--- src/rtl/alu_pkg.sv ---
// Shared types and field widths for the ALU result collector.
// Group codes follow the opcode's top two bits.
package alu_pkg;

    localparam int ALU_WIDTH = 16;
    localparam int OP_W      = 4;
    localparam int CARRY_W   = 1;

    typedef enum logic [1:0] {
        GRP_ARI   = 2'b00,
        GRP_LOG   = 2'b01,
        GRP_CMP   = 2'b10,
        GRP_SHIFT = 2'b11
    } alu_grp_e;

    function automatic alu_grp_e op_group(input logic [OP_W-1:0] op);
        return alu_grp_e'(op[3:2]);
    endfunction

endpackage

--- src/rtl/alu_res_fifo.sv ---
// Synchronous FIFO with occupancy count; a push that finds it full with no
// simultaneous pop is dropped and reported on the drop strobe.
module alu_res_fifo #(
    parameter int W     = 21,
    parameter int DEPTH = 4
) (
    input  logic                      clk,
    input  logic                      rest,
    input  logic                      push,
    input  logic                      pop,
    input  logic [W-1:0]              din,
    output logic [W-1:0]              dout,
    output logic                      empty,
    output logic [$clog2(DEPTH):0]    count,
    output logic                      drop
);

    localparam int AW = $clog2(DEPTH);
    localparam int CW = AW + 1;

    logic [W-1:0]  mem [DEPTH];
    logic [AW-1:0] wr_ptr;
    logic [AW-1:0] rd_ptr;
    logic          full;
    logic          pop_ok;
    logic          push_ok;

    assign full    = (count == CW'(DEPTH));
    assign empty   = (count == '0);
    assign pop_ok  = pop && !empty;
    // A pop in the same cycle frees the slot, so a full FIFO still accepts.
    assign push_ok = push && (!full || pop_ok);
    assign drop    = push && full && !pop_ok;
    assign dout    = mem[rd_ptr];

    always_ff @(posedge clk or negedge rest) begin
        if (!rest) begin
            for (int i = 0; i < DEPTH; i++) begin
                mem[i] <= '0;
            end
            wr_ptr <= '0;
            rd_ptr <= '0;
            count  <= '0;
        end else begin
            if (push_ok) begin
                mem[wr_ptr] <= din;
                wr_ptr      <= wr_ptr + 1'b1;
            end
            if (pop_ok) begin
                rd_ptr <= rd_ptr + 1'b1;
            end
            case ({push_ok, pop_ok})
                2'b10:   count <= count + 1'b1;
                2'b01:   count <= count - 1'b1;
                default: count <= count;
            endcase
        end
    end

endmodule

--- src/rtl/alu_result_collector.sv ---
// Collects the four ALU unit results, tags them with the delayed opcode and
// buffers them for a downstream consumer. Optional check: ALU_COLLECT_CHECK_EN.
module alu_result_collector
    import alu_pkg::*;
#(
    parameter int WIDTH  = ALU_WIDTH,
    parameter int DEPTH  = 4,
    parameter int OP_LAT = 1
) (
    input  logic                   clk,
    input  logic                   rest,
    input  logic [3:0]             alu_fun,
    input  logic [WIDTH-1:0]       ari_out,
    input  logic [WIDTH-1:0]       log_out,
    input  logic [WIDTH-1:0]       cmp_out,
    input  logic [WIDTH-1:0]       shift_out,
    input  logic                   carry_out,
    input  logic                   ari_flag,
    input  logic                   log_flag,
    input  logic                   cmp_flag,
    input  logic                   shift_flag,
    input  logic                   err_clr,
    output logic                   res_valid,
    input  logic                   res_ready,
    output logic [WIDTH-1:0]       res_data,
    output logic                   res_carry,
    output logic [3:0]             res_op,
    output logic [$clog2(DEPTH):0] count,
    output logic                   err_multi,
    output logic                   err_mismatch,
    output logic                   overflow
);

    localparam int ENTRY_W = WIDTH + CARRY_W + OP_W;

    logic [OP_W-1:0]    op_pipe [OP_LAT];
    logic [OP_W-1:0]    op_d;
    logic [WIDTH-1:0]   sel_data;
    logic               sel_carry;
    logic               any_flag;
    logic               multi;
    logic [2:0]         flag_sum;
    logic [ENTRY_W-1:0] push_entry;
    logic [ENTRY_W-1:0] head_entry;
    logic               fifo_empty;
    logic               fifo_drop;
    logic               pop;

    // Opcode delay line so the tag lines up with the unit flags.
    always_ff @(posedge clk or negedge rest) begin
        if (!rest) begin
            for (int i = 0; i < OP_LAT; i++) begin
                op_pipe[i] <= '0;
            end
        end else begin
            op_pipe[0] <= alu_fun;
            for (int i = 1; i < OP_LAT; i++) begin
                op_pipe[i] <= op_pipe[i-1];
            end
        end
    end

    assign op_d = op_pipe[OP_LAT-1];

    assign flag_sum = 3'(ari_flag) + 3'(log_flag) + 3'(cmp_flag) + 3'(shift_flag);
    assign any_flag = (flag_sum != 3'd0);
    assign multi    = (flag_sum > 3'd1);

    always_comb begin
        sel_data  = '0;
        sel_carry = 1'b0;
        if (ari_flag) begin
            sel_data  = ari_out;
            sel_carry = carry_out;
        end else if (log_flag) begin
            sel_data = log_out;
        end else if (cmp_flag) begin
            sel_data = cmp_out;
        end else if (shift_flag) begin
            sel_data = shift_out;
        end
    end

    assign push_entry = {sel_data, sel_carry, op_d};

    // Handshake: the head entry transfers on any rising edge where
    // res_valid && res_ready; res_valid never depends on res_ready and the
    // head fields hold steady until that transfer happens.
    assign res_valid = !fifo_empty;
    assign pop       = res_valid && res_ready;

    alu_res_fifo #(
        .W     (ENTRY_W),
        .DEPTH (DEPTH)
    ) u_fifo (
        .clk   (clk),
        .rest  (rest),
        .push  (any_flag),
        .pop   (pop),
        .din   (push_entry),
        .dout  (head_entry),
        .empty (fifo_empty),
        .count (count),
        .drop  (fifo_drop)
    );

    assign res_data  = head_entry[ENTRY_W-1 -: WIDTH];
    assign res_carry = head_entry[OP_W];
    assign res_op    = head_entry[OP_W-1:0];

    always_ff @(posedge clk or negedge rest) begin
        if (!rest) begin
            err_multi <= 1'b0;
            overflow  <= 1'b0;
        end else begin
            if (multi) begin
                err_multi <= 1'b1;
            end else if (err_clr) begin
                err_multi <= 1'b0;
            end
            if (fifo_drop) begin
                overflow <= 1'b1;
            end else if (err_clr) begin
                overflow <= 1'b0;
            end
        end
    end

`ifdef ALU_COLLECT_CHECK_EN
    alu_grp_e win_grp;
    logic     mismatch;

    always_comb begin
        win_grp = GRP_ARI;
        if (ari_flag) begin
            win_grp = GRP_ARI;
        end else if (log_flag) begin
            win_grp = GRP_LOG;
        end else if (cmp_flag) begin
            win_grp = GRP_CMP;
        end else if (shift_flag) begin
            win_grp = GRP_SHIFT;
        end
    end

    assign mismatch = any_flag && (win_grp != op_group(op_d));

    always_ff @(posedge clk or negedge rest) begin
        if (!rest) begin
            err_mismatch <= 1'b0;
        end else if (mismatch) begin
            err_mismatch <= 1'b1;
        end else if (err_clr) begin
            err_mismatch <= 1'b0;
        end
    end
`else
    assign err_mismatch = 1'b0;
`endif

endmodule
--- config.mk ---
export PLATFORM = sky130hd
export DESIGN_NAME = alu_result_collector
export DESIGN_NICKNAME = d
export VERILOG_FILES = /design/src/rtl/alu_pkg.sv /design/src/rtl/alu_res_fifo.sv /design/src/rtl/alu_result_collector.sv
export SDC_FILE = /design/constraint.sdc
export NUM_CORES = 1
export LEC_CHECK = 0
export CORE_MARGIN = 5
export CORE_UTILIZATION = 52
export CTS_BUF_LIST = sky130_fd_sc_hd__clkbuf_16
export CTS_CLUSTER_SIZE = 30
export DETAILED_ROUTE_END_ITERATION = 16
export GPL_TIMING_DRIVEN = 1
export HOLD_SLACK_MARGIN = 0.06
export PLACE_DENSITY = 0.93
export RECOVER_POWER = 50
export SKIP_LAST_GASP = 1
export SLEW_MARGIN = 0
export SYNTH_ARGS = -nofsm -noshare
export SYNTH_HDL_FRONTEND = slang
export SYNTH_SLANG_ARGS = --single-unit
--- constraint.sdc ---
create_clock -name clk -period 3.1 [get_ports clk]
set_input_delay 0.31 -clock clk [delete_from_list [all_inputs] [get_ports clk]]
set_output_delay 0.31 -clock clk [all_outputs]
set_load 0.05 [all_outputs]
==> flow_summary.json, run 1 <==
{
  "status": "completed",
  "startpoint_type": "input pin",
  "pwr-share-comb": 0.569,
  "fin_skew_ns": 0.007626,
  "critical_path_buf_inv_count": 6,
  "clk_latency_ns": 0.35,
  "cts_sinks": 97,
  "totalWireLength_um": 15180,
  "crit_top_cell": "inv_1",
  "period_needed_ns": 2.882,
  "cts_max_level": 3,
  "setup_violations": 0,
  "p_sw_frac": 0.4541,
  "power_density_nw_per_um2": 1170,
  "p_clk_frac": 0.134,
  "ant_nets": 0,
  "port_buffers": 103,
  "fp-row-count": 36,
  "ir_drop_v": 0.0007459,
  "cts_made_buffers": 9,
  "ios": 105,
  "yosysWarnings": 0,
  "final_hold_viol_count": 0,
  "grt_pass1_vias": 4650,
  "antenna_found_initial": 0,
  "p_int_uw": 4200,
  "cp_data_arrival_time_ns": 3.16,
  "worst_slack_ns": 0.2183,
  "cp_slowest_cell": "fa_1",
  "path_class": "in -> reg",
  "gp_congestion": 0.8037,
  "slowest_delay_ns": 0.54,
  "gr-total-overflow": 0,
  "rsz0062_at_grt": "no",
  "grt_max_degree": 62,
  "drv_cap": 0,
  "via_per_inst": 6.713,
  "final_util": 0.6788,
  "critical_path.top_delay_family": "adder cells",
  "leakage_uw": 0.002753,
  "required_ns": 3.38,
  "switchingPower_uw": 3494,
  "crit_fanout": 3,
  "dpl.hpwl_um": 10180,
  "synth_seq_cells": 97,
  "wire_per_inst_um": 23.57,
  "crit_path_cell_trace": "clkdlybuf4s50_1 > inv_2 > fa_1 > inv_1 > ha_2 > inv_2 > ha_4 > nor3_4 > nor2_1 > inv_1 > ha_2 > inv_1 > fa_2 > xor2_1 > nor2_1 > xor2_1",
  "drc_errors": 0,
  "n_fill_cell": 659,
  "dr.pass1.iters": 5,
  "vias": 4323,
  "drive_gt1_frac": 0.2407,
  "clock.fmax_ghz": 0.3470,
  "num-nets-final": 594,
  "pre_cts_ws_ns": -0.2883,
  "area_growth_pct": 28.65,
  "holdCritPathClass": "reg -> reg",
  "antenna_cells": 0,
  "synth_fp_nets": 485,
  "tritoncts": "yes",
  "worst_pin_slew_ns": 1.378,
  "synth_cell_types": 38,
  "ys_seq_area_frac": 0.4750,
  "cts.path.max_buffers": 2,
  "period_share": 0.9296,
  "syn_inst": 397,
  "clk_pin_slew_ns": 0.07,
  "synth_area_um2": 5110,
  "slew_headroom": 0.07937,
  "die_w_um": 109.1,
  "total_power_uw": 7693,
  "start_util": 0.5276,
  "drt_iter0_drc": 406,
  "slew_violations": 0,
  "synth.avg_cell_area_um2": 12.87,
  "die-area_um2": 11910,
  "cts_root_buf": "clkbuf_16",
  "chipHeight_um": 109.1,
  "grt_pass1_wl_um": 23920,
  "power_frac_seq": 0.298,
  "core_region_area_um2": 9684,
  "track_usage": 0.2610,
  "cp-end-kind": "flop"
}
==> metal layers <==
layer / GRT usage / share of wire / wire length (um) / vias to the layer above
li1: - / - / - / 1816
met1: 0.3205 / 0.37 / 5565 / 2183
met2: 0.4452 / 0.52 / 7920 / 269
met3: 0.03730 / 0.072 / 1092 / 55
met4: 0.1389 / 0.040 / 603 / 0
met5: 0 / 0 / 0 / -
==> path summary, 6_finish.rpt <==
check	from	to	slack [ns]	cells past startpoint
worst min-delay path	u_fifo.mem[62]	u_fifo.mem[62]	0.50	2
max in group asynchronous	rest	u_fifo.mem[36]	1.01	3
worst min register to register	u_fifo.mem[62]	u_fifo.mem[62]	0.50	2
worst max-delay path	ari_flag	u_fifo.count[2]	0.22	16
worst max register to register	u_fifo.count[1]	u_fifo.mem[54]	1.01	4
min in group asynchronous	rest	u_fifo.mem[3]	0.80	2
==> state kept, by name (all words and copies together), names as in the netlist <==
register and flops:
op_d 4, u_fifo.mem 84, err_multi 1, overflow 1
u_fifo.wr_ptr 2, u_fifo.rd_ptr 2, u_fifo.count 3
==> cell usage after synthesis <==
cell / n / share of area
buf_1: 2 / 0.0015
nand2b_1: 1 / 0.0012
or3_1: 2 / 0.0024
dfrtp_1: 97 / 0.48
and2_1: 1 / 0.0012
a22o_1: 1 / 0.0017
mux2_4: 20 / 0.059
buf_2: 7 / 0.0069
nand3b_1: 1 / 0.0015
a221oi_1: 16 / 0.027
clkbuf_1: 23 / 0.017
xnor2_1: 3 / 0.0051
a211oi_1: 1 / 0.0015
ha_1: 9 / 0.022
or2_1: 1 / 0.0012
fa_1: 2 / 0.0078
nor3b_1: 1 / 0.0015
nand2_1: 3 / 0.0022
buf_12: 3 / 0.012
nor4b_2: 1 / 0.0029
conb_1: 1 / 0.00073
nor2_1: 3 / 0.0022
nor2b_1: 1 / 0.0012
buf_4: 1 / 0.0015
buf_8: 1 / 0.0029
mux4_2: 21 / 0.093
inv_1: 19 / 0.014
nand3_1: 1 / 0.00098
nand3_4: 4 / 0.014
o31ai_1: 120 / 0.18
mux2_2: 4 / 0.0088
xor2_1: 3 / 0.0051
or4b_1: 1 / 0.0020
o31a_1: 1 / 0.0017
buf_6: 1 / 0.0022
nor3_1: 1 / 0.00098
o21ai_0: 3 / 0.0029
o22ai_1: 16 / 0.020
==> placed cells by master, fill, tap and decap left out, types with 2 or more instances in the layout <==
cell	Yosys	routed
a221oi_1	16	16
clkinvlp_4	0	2
mux2_2	4	4
o22ai_1	16	16
clkbuf_16	0	9
mux2_4	20	20
xnor2_1	3	3
nor2_1	3	3
nand3_4	4	4
nand2_1	3	3
o21ai_0	3	3
inv_1	19	17
buf_4	1	48
clkdlybuf4s50_1	0	73
dlygate4sd3_1	0	9
ha_2	0	3
ha_1	9	5
xor2_1	3	3
inv_2	0	2
clkbuf_2	0	3
or3_1	2	2
mux4_2	21	21
clkinv_1	0	2
o31ai_1	120	120
dfrtp_1	97	97
clkbuf_1	23	3
==> cell type report <==
| class | count | area [um2] | area share |
|---|---|---|---|
| clock buffer | 9 | 225.2 | 0.03426 |
| clock inverter | 7 | 45.04 | 0.006852 |
| inverter | 19 | 71.32 | 0.01085 |
| multi-input combinational | 243 | 2431 | 0.3698 |
| sequential | 97 | 2427 | 0.3692 |
| tap | 133 | 166.4 | 0.02531 |
| timing repair buffer | 136 | 1207 | 0.1837 |
==> worst register-to-register path, delay by kind of cell (launching register included) <==
kind	cells	cell delay, ns
and+or+nand+nor	2	1.12
DFF	1	0.47
buffers and inverters	1	0.25
AOI/OAI and AO/OA	1	0.10
==> what timing repair did <==
action	in CTS	in global routing
buffers inserted	0	1
hold buffers	1	0
resized for setup	0	7
hold endpoints to repair	52	0
setup endpoints to repair	0	1
==> stage by stage <==
step	hold WS, ns	instances	area [um2]	setup TNS (ns)
finish	0.5013	644	6574	0
global route	0.5143	644	6574	0
CTS	0.3935	643	6563	0
detailed placement	0.3919	626	6282	-7.662
global placement	0.3710	626	6282	-2.944
floorplan	0.01441	397	5122	0
==> power by group through the flow <==
stage	sequential, uW	combinational, uW	clock [uW]
final	2290	4380	1030
after global placement	2210	4230	0
after floorplan	2220	3160	0
after CTS	2270	4400	1040
after global routing	2350	4610	1080
after detailed placement	2280	4380	0
==> cell families after synthesis <==
| logic type | synth area share |
|---|---|
| buf+inv | 0.05754 |
| flops | 0.4750 |
| fa+ha+maj | 0.02987 |
| xor+xnor | 0.01029 |
| mux | 0.1601 |
| other cells | 0.0007339 |
| simple gates | 0.03526 |
| compound gates | 0.2311 |
Note: power is estimated with default switching activity, not from simulation.
==> inputs of run 2 (changes only) <==
Settings changed: CTS_CLUSTER_SIZE 30 to unset.
==> results of run 2 <==
No change in the layout: final DEF, timing and power equal those of run 1.
==> inputs of run 3 (changes only) <==
Clock period 3.1 ns to 2.8 ns, I/O delays scaled along.
==> run 3 against run 2 <==
Against the previous run: routed wire length grew 2.7%; die area unchanged; global-route usage increased by 1.3 points; critical path type unchanged; critical endpoint is now u_fifo.mem[16]; largest cell class unchanged; highest routed layer unchanged.
==> flow_summary.json, run 3 (synthesis gave the netlist of run 1 again) <==
{
  "clk_pin_slew_ns": 0.07,
  "crit_path_cell_trace": "clkdlybuf4s50_1 > buf_4 > nor2b_1 > a221oi_1 > o31ai_1",
  "area_growth_pct": 30.00,
  "cts_max_level": 3,
  "clock.fmax_ghz": 0.3780,
  "totalWireLength_um": 15590,
  "status": "completed",
  "tritoncts": "yes",
  "grtUsageMet2": 0.4614,
  "seq_area_um2": 2427,
  "drv_cap": 0,
  "ir_drop_v": 0.0007820,
  "die_w_um": 109.1,
  "layoutNonFillerInstCount": 646,
  "ant_nets": 0,
  "rsz0062_at_grt": "no",
  "core_region_area_um2": 9684,
  "wire_per_inst_um": 24.13,
  "fin_skew_ns": 0.007732,
  "regMostFlops": "u_fifo.mem",
  "crit_fanout": 18,
  "clk_latency_ns": 0.35,
  "ios": 105,
  "period_needed_ns": 2.646,
  "grtUsageMet3": 0.04737,
  "drt_iter0_drc": 409,
  "antenna_cells": 0,
  "dr.pass1.iters": 6,
  "via_per_inst": 6.690,
  "setup_violations": 0,
  "vias": 4322,
  "chipHeight_um": 109.1,
  "cts_made_buffers": 9,
  "pre_cts_ws_ns": -0.5482,
  "cts_sinks": 97,
  "final_cell_mix": "120 x o31ai_1, 97 x dfrtp_1, 69 x clkdlybuf4s50_1",
  "critical_path_buf_inv_count": 2,
  "num-nets-final": 596,
  "final_hold_viol_count": 0,
  "startpoint_type": "input pin",
  "slew_violations": 0,
  "slew_headroom": 0.08036,
  "drive_gt1_frac": 0.2593,
  "cp-end-kind": "flop",
  "cp_data_arrival_time_ns": 2.87,
  "final_util": 0.6859,
  "worst_pin_slew_ns": 1.377,
  "grt_pass1_wl_um": 24740,
  "cts.path.max_buffers": 2,
  "grt_use_met1": 0.3349,
  "dp_cells": 625,
  "slowest_delay_ns": 1.06,
  "cp_slowest_cell": "nor2b_1",
  "holdCritPathClass": "in -> async",
  "grt_busiest_layer": "met2",
  "largest_reg_flops": 84,
  "leakage_uw": 0.002788,
  "start_util": 0.5276,
  "critical_path.top_delay_family": "simple AND/OR/NAND/NOR gates",
  "period_share": 0.9449,
  "multi_input_area_um2": 2434,
  "total_power_uw": 8712,
  "dpl.hpwl_um": 10150,
  "track_usage": 0.2740,
  "gp_congestion": 0.8445,
  "cts_root_buf": "clkbuf_16",
  "gr-total-overflow": 0,
  "fp-row-count": 36,
  "grt_max_degree": 91,
  "die-area_um2": 11910,
  "worst_slack_ns": 0.1541,
  "drc_errors": 0,
  "grt_pass1_vias": 4617,
  "antenna_found_initial": 0,
  "setup_tns_ns": 0,
  "required_ns": 3.02,
  "n_fill_cell": 642,
  "layout_commonest_cell": "o31ai_1",
  "power_density_nw_per_um2": 1312,
  "port_buffers": 103,
  "path_class": "in -> reg"
}
-- run 3: changes by cell type in the layout (fill, tap and decap cells not counted), moves of 2 or more --
cell | before | now
clkbuf_1 | 3 | 1
clkdlybuf4s50_1 | 73 | 69
buf_4 | 48 | 53
inv_1 | 17 | 14
inv_2 | 2 | 4
clkbuf_2 | 3 | 1
-- run 3: layout make-up --
class                   count  share of cell area
well taps                 133             0.02505
multi-input cells         243              0.3664
repair buffers            138              0.1872
inverters                  19             0.01130
flip-flops and latches     97              0.3654
clock buffers               9             0.03390
clock inverters             7             0.01074
-- run 3: through the flow --
stage / instance area [um2] / hold WS, ns
global route: 6643 / 0.4128
global placement: 6329 / 0.1054
finish: 6643 / 0.3638
detailed placement: 6329 / 0.1085
CTS: 6655 / 0.2825
floorplan: 5160 / -0.01559
-- run 3: layer usage --
metal,vias up,wire (um)
li1,1817,-
met1,2158,5629
met2,282,7895
met3,65,1303
met4,0,757
met5,-,0
-- run 3: what timing repair did --
action	CTS	global route
endpoints found under the setup margin	59	42
resized for setup	6	2
pin swaps	4	4
endpoints found under the hold margin	7	0
setup buffers	3	1
gates cloned	0	0
hold buffers	1	0
-- run 3: worst paths after layout --
kind	from	to	slack, ns	depth (start not counted)
worst min-delay path	rest	u_fifo.mem[70]	0.36	2
max in group asynchronous	rest	u_fifo.mem[17]	0.85	3
worst max-delay path	cmp_flag	u_fifo.mem[16]	0.15	5
worst min register to register	u_fifo.mem[63]	u_fifo.mem[63]	0.51	1
worst max register to register	u_fifo.count[1]	u_fifo.mem[72]	0.69	4
min in group clk	alu_fun[1]	op_d[1]	0.49	1
-- run 3: power by group --
part | internal (uW) | total (uW) | switching, uW | leakage, uW
Combinational | 2010 | 4890 | 2880 | 0.00147
Clock | 692 | 1250 | 559 | 0.000139
Sequential | 2080 | 2570 | 489 | 0.00118
Total | 4790 | 8710 | 3920 | 0.00279
